==> src/rtl/demux_lane_collector.sv <==
// Buffers demux lanes B/C in per-lane FIFOs and re-serialises them round-robin onto one tagged stream.
// Latency: push at edge k is visible at edge k+1; stall holds the output register while FIFOs keep filling (full drops, sticky ovf).
module demux_lane_collector #(
  parameter int DATA_W = 2,
  parameter int DEPTH  = 4,
  parameter int CNT_W  = 3
) (
  input  logic              clk,
  input  logic              rst,
  input  logic              in_valid,
  input  logic              in_sel,
  input  logic [DATA_W-1:0] in_b,
  input  logic [DATA_W-1:0] in_c,
  output logic              out_valid,
  input  logic              out_ready,
  output logic [DATA_W-1:0] out_data,
  output logic              out_lane,
  output logic [CNT_W-1:0]  cnt_b,
  output logic [CNT_W-1:0]  cnt_c,
  output logic              ovf_b,
  output logic              ovf_c
);

  localparam int PTR_W = (DEPTH > 1) ? $clog2(DEPTH) : 1;
  localparam logic [CNT_W-1:0] FULL_CNT = CNT_W'(DEPTH);

  logic [DATA_W-1:0] mem_b_q [DEPTH];
  logic [DATA_W-1:0] mem_c_q [DEPTH];

  logic [PTR_W-1:0]  wr_b_q, wr_b_d, rd_b_q, rd_b_d;
  logic [PTR_W-1:0]  wr_c_q, wr_c_d, rd_c_q, rd_c_d;
  logic [CNT_W-1:0]  cnt_b_q, cnt_b_d, cnt_c_q, cnt_c_d;
  logic              ovf_b_q, ovf_b_d, ovf_c_q, ovf_c_d;
  logic              last_c_q, last_c_d;
  logic              out_valid_q, out_valid_d;
  logic [DATA_W-1:0] out_data_q, out_data_d;
  logic              out_lane_q, out_lane_d;

  logic full_b, full_c, ne_b, ne_c;
  logic req_b, req_c, push_b, push_c;
  logic load, pick_c, pop_b, pop_c;

  always_comb begin
    full_b = (cnt_b_q == FULL_CNT);
    full_c = (cnt_c_q == FULL_CNT);
    ne_b   = (cnt_b_q != '0);
    ne_c   = (cnt_c_q != '0);
    req_b  = in_valid && !in_sel;
    req_c  = in_valid && in_sel;
    push_b = req_b && !full_b;
    push_c = req_c && !full_c;

    // Pop decision uses pre-edge occupancy only, so a same-edge push cannot bypass.
    load   = !out_valid_q || out_ready;
    pick_c = (ne_b && ne_c) ? !last_c_q : ne_c;
    pop_b  = load && ne_b && !pick_c;
    pop_c  = load && ne_c && pick_c;

    wr_b_d  = wr_b_q + PTR_W'(push_b);
    wr_c_d  = wr_c_q + PTR_W'(push_c);
    rd_b_d  = rd_b_q + PTR_W'(pop_b);
    rd_c_d  = rd_c_q + PTR_W'(pop_c);
    cnt_b_d = cnt_b_q + CNT_W'(push_b) - CNT_W'(pop_b);
    cnt_c_d = cnt_c_q + CNT_W'(push_c) - CNT_W'(pop_c);
    ovf_b_d = ovf_b_q || (req_b && full_b);
    ovf_c_d = ovf_c_q || (req_c && full_c);

    last_c_d    = last_c_q;
    out_valid_d = out_valid_q;
    out_data_d  = out_data_q;
    out_lane_d  = out_lane_q;
    if (load) begin
      if (pop_b) begin
        out_valid_d = 1'b1;
        out_data_d  = mem_b_q[rd_b_q];
        out_lane_d  = 1'b0;
        last_c_d    = 1'b0;
      end else if (pop_c) begin
        out_valid_d = 1'b1;
        out_data_d  = mem_c_q[rd_c_q];
        out_lane_d  = 1'b1;
        last_c_d    = 1'b1;
      end else begin
        out_valid_d = 1'b0;
      end
    end
  end

  always_ff @(posedge clk) begin
    if (!rst && push_b) mem_b_q[wr_b_q] <= in_b;
    if (!rst && push_c) mem_c_q[wr_c_q] <= in_c;
  end

  always_ff @(posedge clk) begin
    if (rst) begin
      wr_b_q      <= '0;
      rd_b_q      <= '0;
      wr_c_q      <= '0;
      rd_c_q      <= '0;
      cnt_b_q     <= '0;
      cnt_c_q     <= '0;
      ovf_b_q     <= 1'b0;
      ovf_c_q     <= 1'b0;
      last_c_q    <= 1'b1;  // "C went last" so B wins the first tie
      out_valid_q <= 1'b0;
      out_data_q  <= '0;
      out_lane_q  <= 1'b0;
    end else begin
      wr_b_q      <= wr_b_d;
      rd_b_q      <= rd_b_d;
      wr_c_q      <= wr_c_d;
      rd_c_q      <= rd_c_d;
      cnt_b_q     <= cnt_b_d;
      cnt_c_q     <= cnt_c_d;
      ovf_b_q     <= ovf_b_d;
      ovf_c_q     <= ovf_c_d;
      last_c_q    <= last_c_d;
      out_valid_q <= out_valid_d;
      out_data_q  <= out_data_d;
      out_lane_q  <= out_lane_d;
    end
  end

  assign out_valid = out_valid_q;
  assign out_data  = out_data_q;
  assign out_lane  = out_lane_q;
  assign cnt_b     = cnt_b_q;
  assign cnt_c     = cnt_c_q;
  assign ovf_b     = ovf_b_q;
  assign ovf_c     = ovf_c_q;

endmodule

==> config.mk <==
export PLATFORM = sky130hd
export DESIGN_NAME = demux_lane_collector
export DESIGN_NICKNAME = d
export VERILOG_FILES = /design/src/rtl/demux_lane_collector.sv
export SDC_FILE = /design/constraint.sdc
export NUM_CORES = 1
export LEC_CHECK = 0
export CAP_MARGIN = 15
export CORE_ASPECT_RATIO = 0.8
export CORE_MARGIN = 10
export CORE_UTILIZATION = 35
export DETAILED_ROUTE_END_ITERATION = 12
export PLACE_DENSITY = 0.55
export SETUP_SLACK_MARGIN = 0.15
export SLEW_MARGIN = 20
export SYNTH_ARGS = -nofsm -noshare
export SYNTH_HDL_FRONTEND = slang
export SYNTH_SLANG_ARGS = --single-unit
==> constraint.sdc <==
create_clock -name clk -period 5.1 [get_ports clk]
set_input_delay 0.765 -clock clk [delete_from_list [all_inputs] [get_ports clk]]
set_output_delay 0.765 -clock clk [all_outputs]
set_load 0.005 [all_outputs]
==> out/results.tsv <==
metric	value	unit
status	complete, no violations	
Area after DPL	1850	um^2
family with the most delay on the worst path	adder cells	
crit-path cells	clkdlybuf4s50_1 -> nor2b_1 -> nand2_1 -> ha_1 -> inv_1 -> ha_1 -> fa_1 -> xnor2_1 -> xnor2_1 -> nor2_1	
clock slew at reported path FFs	0.07	ns
final non-filler cell area	1930	um^2
first-pass GRT wire length	4890	um
vias in the first global route	1009	
Reg2Reg Launch Point	cnt_b[2]	
crit-path max FO	6	
Worst setup EP type	register	
iteration-0 DRC count of the detailed router	32	
sequential-to-total area share from yosys stat	56.7	%
Die Ht	80.3	um
area growth from synthesis to layout	21.4	%
RSZ-0062 raised after global routing	no	
root buf cell	clkbuf_8	
slowest cell on the critical path	clkdlybuf4s50_1	
commonest non-fill, non-tap cell in the layout	dfxtp_1	
Seq cells post-synth	37	
routed via count	970	
CTS tree	yes	
hold path endpoint	out_lane	
Hold Path Cell Cnt	2	
diode count	0	
clock latency on the worst-skew pair	0.28	ns
htree depth	2	
Pwr Density	512	nW/um^2
Max-Slew Margin vs Limit	33.9	%
Avg Cell Area, Syn	12.5	um^2
Fmax	357	MHz
share of cells above drive strength 1	9.93	%
Final Max Tran Viols	0	
setup TNS	0	ns
postcts setup bufs	0	
Synth cell types	29	
Yosys Warn Count	0	
Initial Util	37.1	%
critical path required time	5.23	ns
global route overflow	0	
post-CTS sizing	0	
Port Buffers	20	
worst reg2reg path depth	10	
CTS Buf Count	5	
DIE AREA	7650	um^2
Max-cap violations	0	
largest stage delay on the critical path	0.49	ns
Worst Hold Class	register to register	
Final ANT Viol Nets	0	
largest net degree at the start of global routing	27	
clk buf depth	2	
CP arrival	2.93	ns
Final period util	55.0	%
DR vias/cell	4.66	
synthesized area	1590	um^2
Post-layout nets	168	
CTS sink count	37	
initial antenna violation count	0	
Post-Syn Instances	127	
Remaining DRCs	0	
Tot GR Track Use	8.15	%
Lkg Pwr	0.701	nW
syn_nets	144	
crit path time final	2.80	ns
Setup WS pre-CTS	2.00	ns
flop2flop setup slack	2.59	ns
drt wl/cell	13.9	um
Worst-Margin Slew	0.988	ns
Fin. Hold Viols	0	
DRT Wirelength	2900	um
drt pass-1 iters	4	
Die Width	95.3	um
Setup Skew	0.00428	ns
CP bufs+invs	2	
commonest non-fill, non-tap cells in the layout	dfxtp_1, clkdlybuf4s50_1, nor2_1, edfxtp_1, xnor2_1	
min-delay src	out_lane	
Final Setup Violations	0	
crit start category	input pin	
Critical path origin	in_valid	
worst setup path class	input pin to register	
worst flop-to-flop path endpoint	cnt_b[2]	
worst setup margin	2.30	ns
GP Congestion	0.686	
row count	21	
DP Wirelength	2200	um
# IOs	21	
Post-CTS Hold Buffers	0	
Peak VDD IR	0.000237	V
core area	4280	um^2
## flip-flops by register name (all words and copies together), names as in the netlist, 2 cells and up
register  cells
rd_c_q        2
out_data      2
cnt_b         3
mem_c_q       8
cnt_c         3
wr_b_q        2
rd_b_q        2
mem_b_q       8
wr_c_q        2
## cells in the mapped netlist
cell type / n / share of area (%)
a211oi_1: 2 / 0.94
nor3b_1: 2 / 0.94
nor3_2: 1 / 0.63
nor4bb_1: 1 / 0.63
xnor2_1: 9 / 5.0
dfxtp_1: 21 / 26
a31oi_1: 3 / 1.2
nor3_1: 1 / 0.31
a2111oi_4: 1 / 1.7
inv_1: 8 / 1.9
nor2_1: 18 / 4.3
xor2_1: 1 / 0.55
mux4_2: 4 / 5.7
nor4b_1: 2 / 1.1
o211ai_2: 1 / 0.79
mux2i_1: 2 / 1.3
a211o_2: 1 / 0.63
or3_4: 1 / 0.71
ha_1: 6 / 4.7
nor2b_1: 8 / 3.1
and3b_1: 1 / 0.55
nor4_1: 1 / 0.39
and3_1: 1 / 0.39
fa_1: 2 / 2.5
edfxtp_1: 16 / 30
nand2_1: 7 / 1.7
a21oi_1: 2 / 0.63
clkbuf_1: 3 / 0.71
nand2b_1: 1 / 0.39
## report_power, final
| group | total [W] | internal (W) | switching (W) |
|---|---|---|---|
| Clock | 0.000188 | 0.0000917 | 0.0000963 |
| Sequential | 0.000420 | 0.000363 | 0.0000572 |
| Combinational | 0.000379 | 0.000209 | 0.000170 |
| Total | 0.000987 | 0.000664 | 0.000324 |
## kinds of logic (layout without fill, tap and decap cells)
| logic type | after synthesis | in the layout | synth area share, % |
|---|---|---|---|
| buf+inv | 11 | 35 | 2.60 |
| xor+xnor | 10 | 10 | 5.51 |
| fa+ha+maj | 8 | 8 | 7.24 |
| simple gates | 45 | 45 | 15.1 |
| compound gates | 10 | 10 | 5.91 |
| flops | 37 | 37 | 56.7 |
| mux | 6 | 6 | 6.93 |
## worst register-to-register path: stages, from the launching register on
cell and delay [ns]:
dfxtp_1 0.37, or3_4 0.45, o211ai_2 0.15, inv_1 0.12, ha_1 0.30, inv_1 0.05
ha_1 0.19, fa_1 0.38, xnor2_1 0.19, xnor2_1 0.14, nor2_1 0.05
## layer usage
layer	global-route usage (%)	vias to the layer above	wire, um
met2	11.0	20	1120
met5	0	-	0
met4	2.69	0	19
met3	4.09	2	215
li1	-	490	-
met1	10.9	458	1540
## stage by stage
step | power, W | utilization, % | instances | hold WS [ns]
after floorplan | 0.000677 | - | 127 | 0.453
after global routing | 0.00107 | 45.0 | 208 | 0.498
after detailed placement | 0.000809 | 43.2 | 201 | 0.460
final | 0.000987 | 45.0 | 208 | 0.469
after CTS | 0.00100 | 45.0 | 208 | 0.478
after global placement | 0.000797 | 43.2 | 201 | 0.452
## worst max path at each step
| stage | cells past startpoint | to | slack [ns] |
|---|---|---|---|
| 3_5_place_dp | 10 | cnt_b[2] | 2.00 |
| 6_report | 10 | cnt_b[2] | 2.30 |
| 2_1_floorplan | 10 | cnt_b[2] | 2.69 |
| 3_3_place_gp | 10 | cnt_b[2] | 2.08 |
| 5_1_grt | 10 | cnt_b[2] | 2.05 |
| 4_1_cts | 10 | cnt_b[2] | 2.30 |
## area by class of cell
| class | count | area, um^2 |
|---|---|---|
| sequential | 37 | 901 |
| fill | 420 | 2350 |
| multi-input combinational | 79 | 647 |
| clock inverter | 2 | 11.3 |
| inverter | 8 | 30.0 |
| timing repair buffer | 20 | 200 |
| clock buffer | 5 | 68.8 |
| tap | 57 | 71.3 |
Power figures use the tool's default switching activity.
